`config.mk`:
```
export PLATFORM = sky130hd
export DESIGN_NAME = demux_4_buffered
export DESIGN_NICKNAME = d
export VERILOG_FILES = /design/src/rtl/demux_4_buffered.sv
export SDC_FILE = /design/constraint.sdc
export NUM_CORES = 1
export LEC_CHECK = 0
export BUFFER_PORTS_ARGS = -buffer_cell sky130_fd_sc_hd__buf_4
export CORE_UTILIZATION = 25
export DETAILED_ROUTE_END_ITERATION = 10
export GPL_ROUTABILITY_DRIVEN = 0
export HOLD_SLACK_MARGIN = 0.06
export MAX_ROUTING_LAYER = met4
export SYNTH_ARGS = -nofsm -noshare
export SYNTH_HDL_FRONTEND = slang
export SYNTH_SLANG_ARGS = --single-unit
```
`constraint.sdc`:
```
create_clock -name clk -period 2.2 [get_ports clk]
set_input_delay 0.44 -clock clk [delete_from_list [all_inputs] [get_ports clk]]
set_output_delay 0.44 -clock clk [all_outputs]
set_load 0.01 [all_outputs]
```
`src/rtl/demux_4_buffered.sv`:
```
// Four-way buffered demultiplexer: routes each input word by in_select into one of four
// first-word-fall-through FIFOs, each drained over its own valid/ready handshake.
module demux_4_buffered #(
   parameter int unsigned WIDTH = 32,
   parameter int unsigned DEPTH = 2
) (
   input  logic               clk,
   input  logic               reset_n,
   input  logic [WIDTH-1:0]   in_data,
   input  logic [1:0]         in_select,
   input  logic               in_valid,
   output logic               in_ready,
   output logic [4*WIDTH-1:0] out_data,
   output logic [3:0]         out_valid,
   input  logic [3:0]         out_ready,
   output logic [3:0]         out_full
);

   localparam int unsigned PtrW = (DEPTH > 1) ? $clog2(DEPTH) : 1;
   localparam int unsigned CntW = PtrW + 1;

   logic [3:0] push;
   logic [3:0] pop;

   // Ready looks only at registered fullness, so a same-cycle pop never frees a slot.
   assign in_ready = ~out_full[in_select];

   for (genvar ch = 0; ch < 4; ch++) begin : g_ch
      logic [WIDTH-1:0] mem_q [DEPTH];
      logic [PtrW-1:0]  wr_ptr_q, wr_ptr_d;
      logic [PtrW-1:0]  rd_ptr_q, rd_ptr_d;
      logic [CntW-1:0]  cnt_q, cnt_d;

      assign push[ch] = in_valid & in_ready & (in_select == 2'(ch));
      assign pop[ch]  = out_valid[ch] & out_ready[ch];

      always_comb begin
         wr_ptr_d = wr_ptr_q;
         rd_ptr_d = rd_ptr_q;
         cnt_d    = cnt_q;
         if (push[ch]) begin
            wr_ptr_d = wr_ptr_q + PtrW'(1);
         end
         if (pop[ch]) begin
            rd_ptr_d = rd_ptr_q + PtrW'(1);
         end
         unique case ({push[ch], pop[ch]})
            2'b10:   cnt_d = cnt_q + CntW'(1);
            2'b01:   cnt_d = cnt_q - CntW'(1);
            default: cnt_d = cnt_q;
         endcase
      end

      always_ff @(posedge clk or negedge reset_n) begin
         if (!reset_n) begin
            wr_ptr_q <= '0;
            rd_ptr_q <= '0;
            cnt_q    <= '0;
         end else begin
            wr_ptr_q <= wr_ptr_d;
            rd_ptr_q <= rd_ptr_d;
            cnt_q    <= cnt_d;
         end
      end

      always_ff @(posedge clk or negedge reset_n) begin
         if (!reset_n) begin
            for (int unsigned e = 0; e < DEPTH; e++) begin
               mem_q[e] <= '0;
            end
         end else if (push[ch]) begin
            mem_q[wr_ptr_q] <= in_data;
         end
      end

      assign out_valid[ch] = (cnt_q != '0);
      assign out_full[ch]  = (cnt_q == CntW'(DEPTH));
      // Empty channels present zero rather than a stale head.
      assign out_data[ch*WIDTH +: WIDTH] = out_valid[ch] ? mem_q[rd_ptr_q] : '0;
   end

endmodule

```
# Word-level counts from Yosys, hierarchy flattened
# Cells that the tools add are included.
# op_classes
addsub	16
order_cmp	13
n_eq_ne	15
mux	34
n_bitwise	18
n_reduce_logical	13
# op_table
operator	n
$mux W32	20
$bwmux W64	4
$demux W32 S1	4
$eq A2 B2 Y1 const B	10
$ge A2 B2 Y1 const B	8
$not A1 Y2	8
$pmux W2 S2	4
$reduce_bool A2 Y1	8
$eq A2 B1 Y1 const B	5
$and A1 B1 Y1	9
$add A1 B1 Y1 const B	8
$add A2 B1 Y2 const B	4
$lt A2 B1 Y1 const B	4
$sub A2 B1 Y2 const B	4
$logic_and A1 B1 Y1	4
$lt A2 B3 Y1 const B	1
$bmux W1 S2	1
$logic_not A2 Y1	1
$mux W1	1
$not A1 Y1	1
# totals
regBits	272
in_bits	41
elab_cells	129

# Longest topological paths before layout
# depth
ltp_word	8
ltp_mapped	7
ltp_nobuf	7

# Least setup slack after synthesis
# No wires, ideal clock.
# synth_path
kind	input port to flip-flop
startpoint	input in_valid
endpoint	register g_ch[2].mem_q[32] in the netlist's numbering
setup_ns	0.125
t_arrival_ns	1.680
t_required_ns	2.075
path_slack_ns	0.395
stages	6
path_cell_list	clkbuf_8 -> nand2_1 -> or4_4 -> buf_6 -> buf_12 -> mux2_4
# synth_between
elab_chain_len	2
# synth_lines
item	line	rtl
from (decl)	11	input logic in_valid,
$and A1 B1 Y1 (2 in a row)	34	assign push[ch] = in_valid & in_ready & (in_select == 2'(ch));
to (signal, indexed assignment)	72	mem_q[wr_ptr_q] <= in_data;
to (decl)	29	logic [WIDTH-1:0] mem_q [DEPTH];
# No other way between the ends.
# A chain may end at the register's enable or synchronous reset.

# Worst setup path after layout
# layout_path
startpoint	register g_ch[3].rd_ptr_q
endpoint	output out_data[126]
# layout_between
elab_chain_len	5
# layout_lines
item	line	rtl
from (decl)	31	logic [PtrW-1:0] rd_ptr_q, rd_ptr_d;
from (signal assigned)	61	rd_ptr_q <= rd_ptr_d;
$not A1 Y2 (not written as such)	79	assign out_data[ch*WIDTH +: WIDTH] = out_valid[ch] ? mem_q[rd_ptr_q] : '0;
$mux W32 (not written as such) (3 in a row)	79	
$mux W32	79	
to (decl)	13	output logic [4*WIDTH-1:0] out_data,
# No other way between the ends. The select of a mux whose other input is x is not followed.

==> run_results.csv <==
group,metric,value,unit
status,status,"finished, violations left",
status,violations,"negative setup slack",
global_routing,antenna_found_initial,1,
synth,synth_area_leader_cell,"dfrtp_1",
clocking,clock_latency,0.55,ns
power_and_ir_drop,power_leakage,7.58,nW
synth,yosys-top-cells-area,"dfrtp_1, mux2_2, mux2i_1, nor2_1, mux2_4",
flow_run,maxCapViolCount,0,
clocking,numCtsBuffers,31,
global_routing,grt_pass1_wl,51.6,mm
clocking,path_clk_slew,0.06,ns
synth,syn_nets,950,
route,viasPerCell,4.31,
synth,netlist_area,0.0124,sq mm
placed_design,detailed_place_hpwl,23.7,mm
route,drcViolationCount,0,
floorplanning,coreArea,0.0488,sq mm
worst_setup_path,endpoint_kind,"output port",
clocking,clock_path_buffers,3,
synth,netlist.area_leader.share,55.0,%
power_and_ir_drop,peakVddDrop,0.871,mV
synth,ys_seq_area_share,55.0,%
synth,ys_seq_elements,272,
floorplanning,num_rows,81,
global_routing,overflow,0,
synth,synthArstFlopShare,100,%
sta,period_share,101,%
clocking,clock_tree.root_cell,"clkbuf_16",
power_and_ir_drop,p_per_area,1670,mW/mm^2
clocking,h-tree-depth,1,
sta,max_clock_freq,0.450,GHz
sta,rsz0062_at_grt,"yes",
synth,ys.flop_type,"dfrtp_1",
sta,hold_viol,0,
global_routing,grt.total_usage,13.9,%
worst_setup_path,cp_max_fo,9,
layout,nets,1167,
global_routing,grt_max_degree,62,
synth,yosys.cell_types.count,30,
route,ant_nets,0,
worst_setup_path,cp.required,1.76,ns
layout,drive_above_1_share,50.5,%
worst_setup_path,crit_arrival,1.78,ns
route,routed_wl,34.3,mm
route,vias,7780,
floorplanning,die_w,225,um
sta,tns,-0.0358,ns
worst_setup_path,worstSetupPathType,"reg2out",
floorplanning,pin_count,178,
route,drtIter0Drc,305,
sta,tightest_slew,0.536,ns
layout,diodes,0,
layout,syn_to_final_growth,30.7,%
sta,post-route-min-period,2.22,ns
layout,postLayoutCellArea,0.0162,sq mm
synth,syn-instance-count,905,
floorplanning,dieArea,0.0504,sq mm
sta,hold_slack,0.180,ns
floorplanning,initial_core_util,25.3,%
min_path,hp-class,"in2reg",
route,wl_per_cell,19.0,um
synth,ys_warn_count,0,
synth,synth_edf_count,0,
worst_setup_path,start_kind,"register",
synth,syn_area_per_cell,13.7,sq um
placed_design,dpl_cell_area,0.0148,sq mm
sta,slew_headroom,64.3,%
global_routing,grt_pass1_vias,8257,
clocking,cts.sink_count,272,
sta,setup_violations,2,
placed_design,port_buffers,177,
sta,timing.final.ws_setup,-0.0227,ns
sta,final_max_slew_viol_count,0,
route,dr.pass1.iters,4,
floorplanning,die_h,225,um
clocking,cts_tree,"built",
sta,fin_skew,0.0133,ns
## worst max-delay path, stage by stage, from the launching register on
cell and delay, ns:
dfrtp_2 0.44, buf_12 0.15, buf_12 0.14, mux2i_1 0.13
nor2_2 0.19, buf_4 0.17
## state kept, by name, indices dropped and copies added, names as in the netlist
name           flops
g_ch.mem_q       256
g_ch.cnt_q         8
g_ch.rd_ptr_q      4
g_ch.wr_ptr_q      4
## report_power, final
part	internal (W)	total (W)	switching [W]	leakage [nW]
clock	0.00307	0.00507	0.00201	0.496
combinational	0.00700	0.0130	0.00604	3.81
sequential	0.00754	0.00892	0.00138	3.27
## cell type report
cell class              count  area, sq um
inverters                   8         30.0
fillers                  4901        32700
multi-input cells         569         5360
well taps                 664          831
clock inverters             8         92.6
flip-flops and latches    272         6820
repair buffers            240         2140
clock buffers              46          912
## cells by family (layout without fill, tap and decap cells)
family,after synthesis,count (layout),share of synthesized area (%)
xor+xnor,20,20,1.42
fa+ha+maj,4,4,0.404
buf+inv,64,302,2.83
flops,272,272,55.0
mux,385,385,34.8
simple gates,160,160,5.60
## per-stage QoR
step	instances	total power (W)	setup WS, ns	utilization [%]
3_3_place_gp	1730	0.0211	0.258	30.3
4_1_cts	1796	0.0270	-0.0713	32.7
2_1_floorplan	905	0.0156	0.395	-
3_5_place_dp	1730	0.0214	0.260	30.3
5_1_grt	1807	0.0288	-0.0794	33.1
6_report	1807	0.0270	-0.0227	33.1
## synth_stat cells, types with 2 or more instances
library cell and instances:
nand4b_1 2, inv_1 7, clkbuf_1 23, buf_2 27, mux2_4 30, nand3_1 2, mux2_1 6, xnor2_1 12
clkbuf_8 2, dfrtp_1 272, buf_12 3, nor2_1 138, ha_1 4, and2_1 4, mux2_2 220, nand2b_1 3
mux2i_1 128, nand4_1 3, xor2_1 8
## timing repair
action                     in CTS  in global routing
hold endpoints to repair       54                  0
pin swaps                       2                  1
gates cloned                    0                  2
setup endpoints to repair      54                 54
gates resized for setup        30                 13
buffers inserted               11                  9
hold buffers                    1                  0
## final timing paths
kind / from / to / slack [ns] / depth (start not counted)
hold reg to reg: g_ch[3].mem_q[47] / g_ch[3].mem_q[47] / 0.48 / 1
min in group asynchronous: reset_n / g_ch[0].mem_q[24] / 0.41 / 2
hold / removal: in_data[15] / g_ch[3].mem_q[47] / 0.18 / 2
setup / recovery: g_ch[3].rd_ptr_q / out_data[126] / -0.02 / 5
max in group asynchronous: reset_n / g_ch[1].mem_q[18] / 1.08 / 3
setup reg to reg: g_ch[3].cnt_q[0] / g_ch[3].mem_q[51] / 0.28 / 6
## placed cells by master (no fill, tap or decap), types with 5 or more instances in the layout
cell type  synthesis  layout
mux2i_1          128     124
nor2_1           138     122
buf_4              0     207
inv_1              7       7
mux2_4            30      30
xnor2_1           12      12
clkbuf_16          0      33
dfrtp_1          272     262
nor2_4             0       6
clkbuf_8           2       8
nor2_2             0      10
dfrtp_2            0      10
xor2_1             8       8
buf_8              0       5
clkinv_2           0       5
mux2_2           220     220
buf_6              1       6
buf_12             3      19
clkbuf_1          23       7
mux2_1             6       6
## layer usage
metal | vias up | global-route usage, % | wire [um] | part of all wire (%)
li1 | 3563 | - | - | -
met1 | 4042 | 17.9 | 15700 | 46
met2 | 141 | 22.8 | 16800 | 49
met3 | 34 | 2.29 | 1250 | 3.6
met4 | 0 | 3.25 | 597 | 1.7
met5 | - | - | 0 | 0
Power figures use the tool's default switching activity.
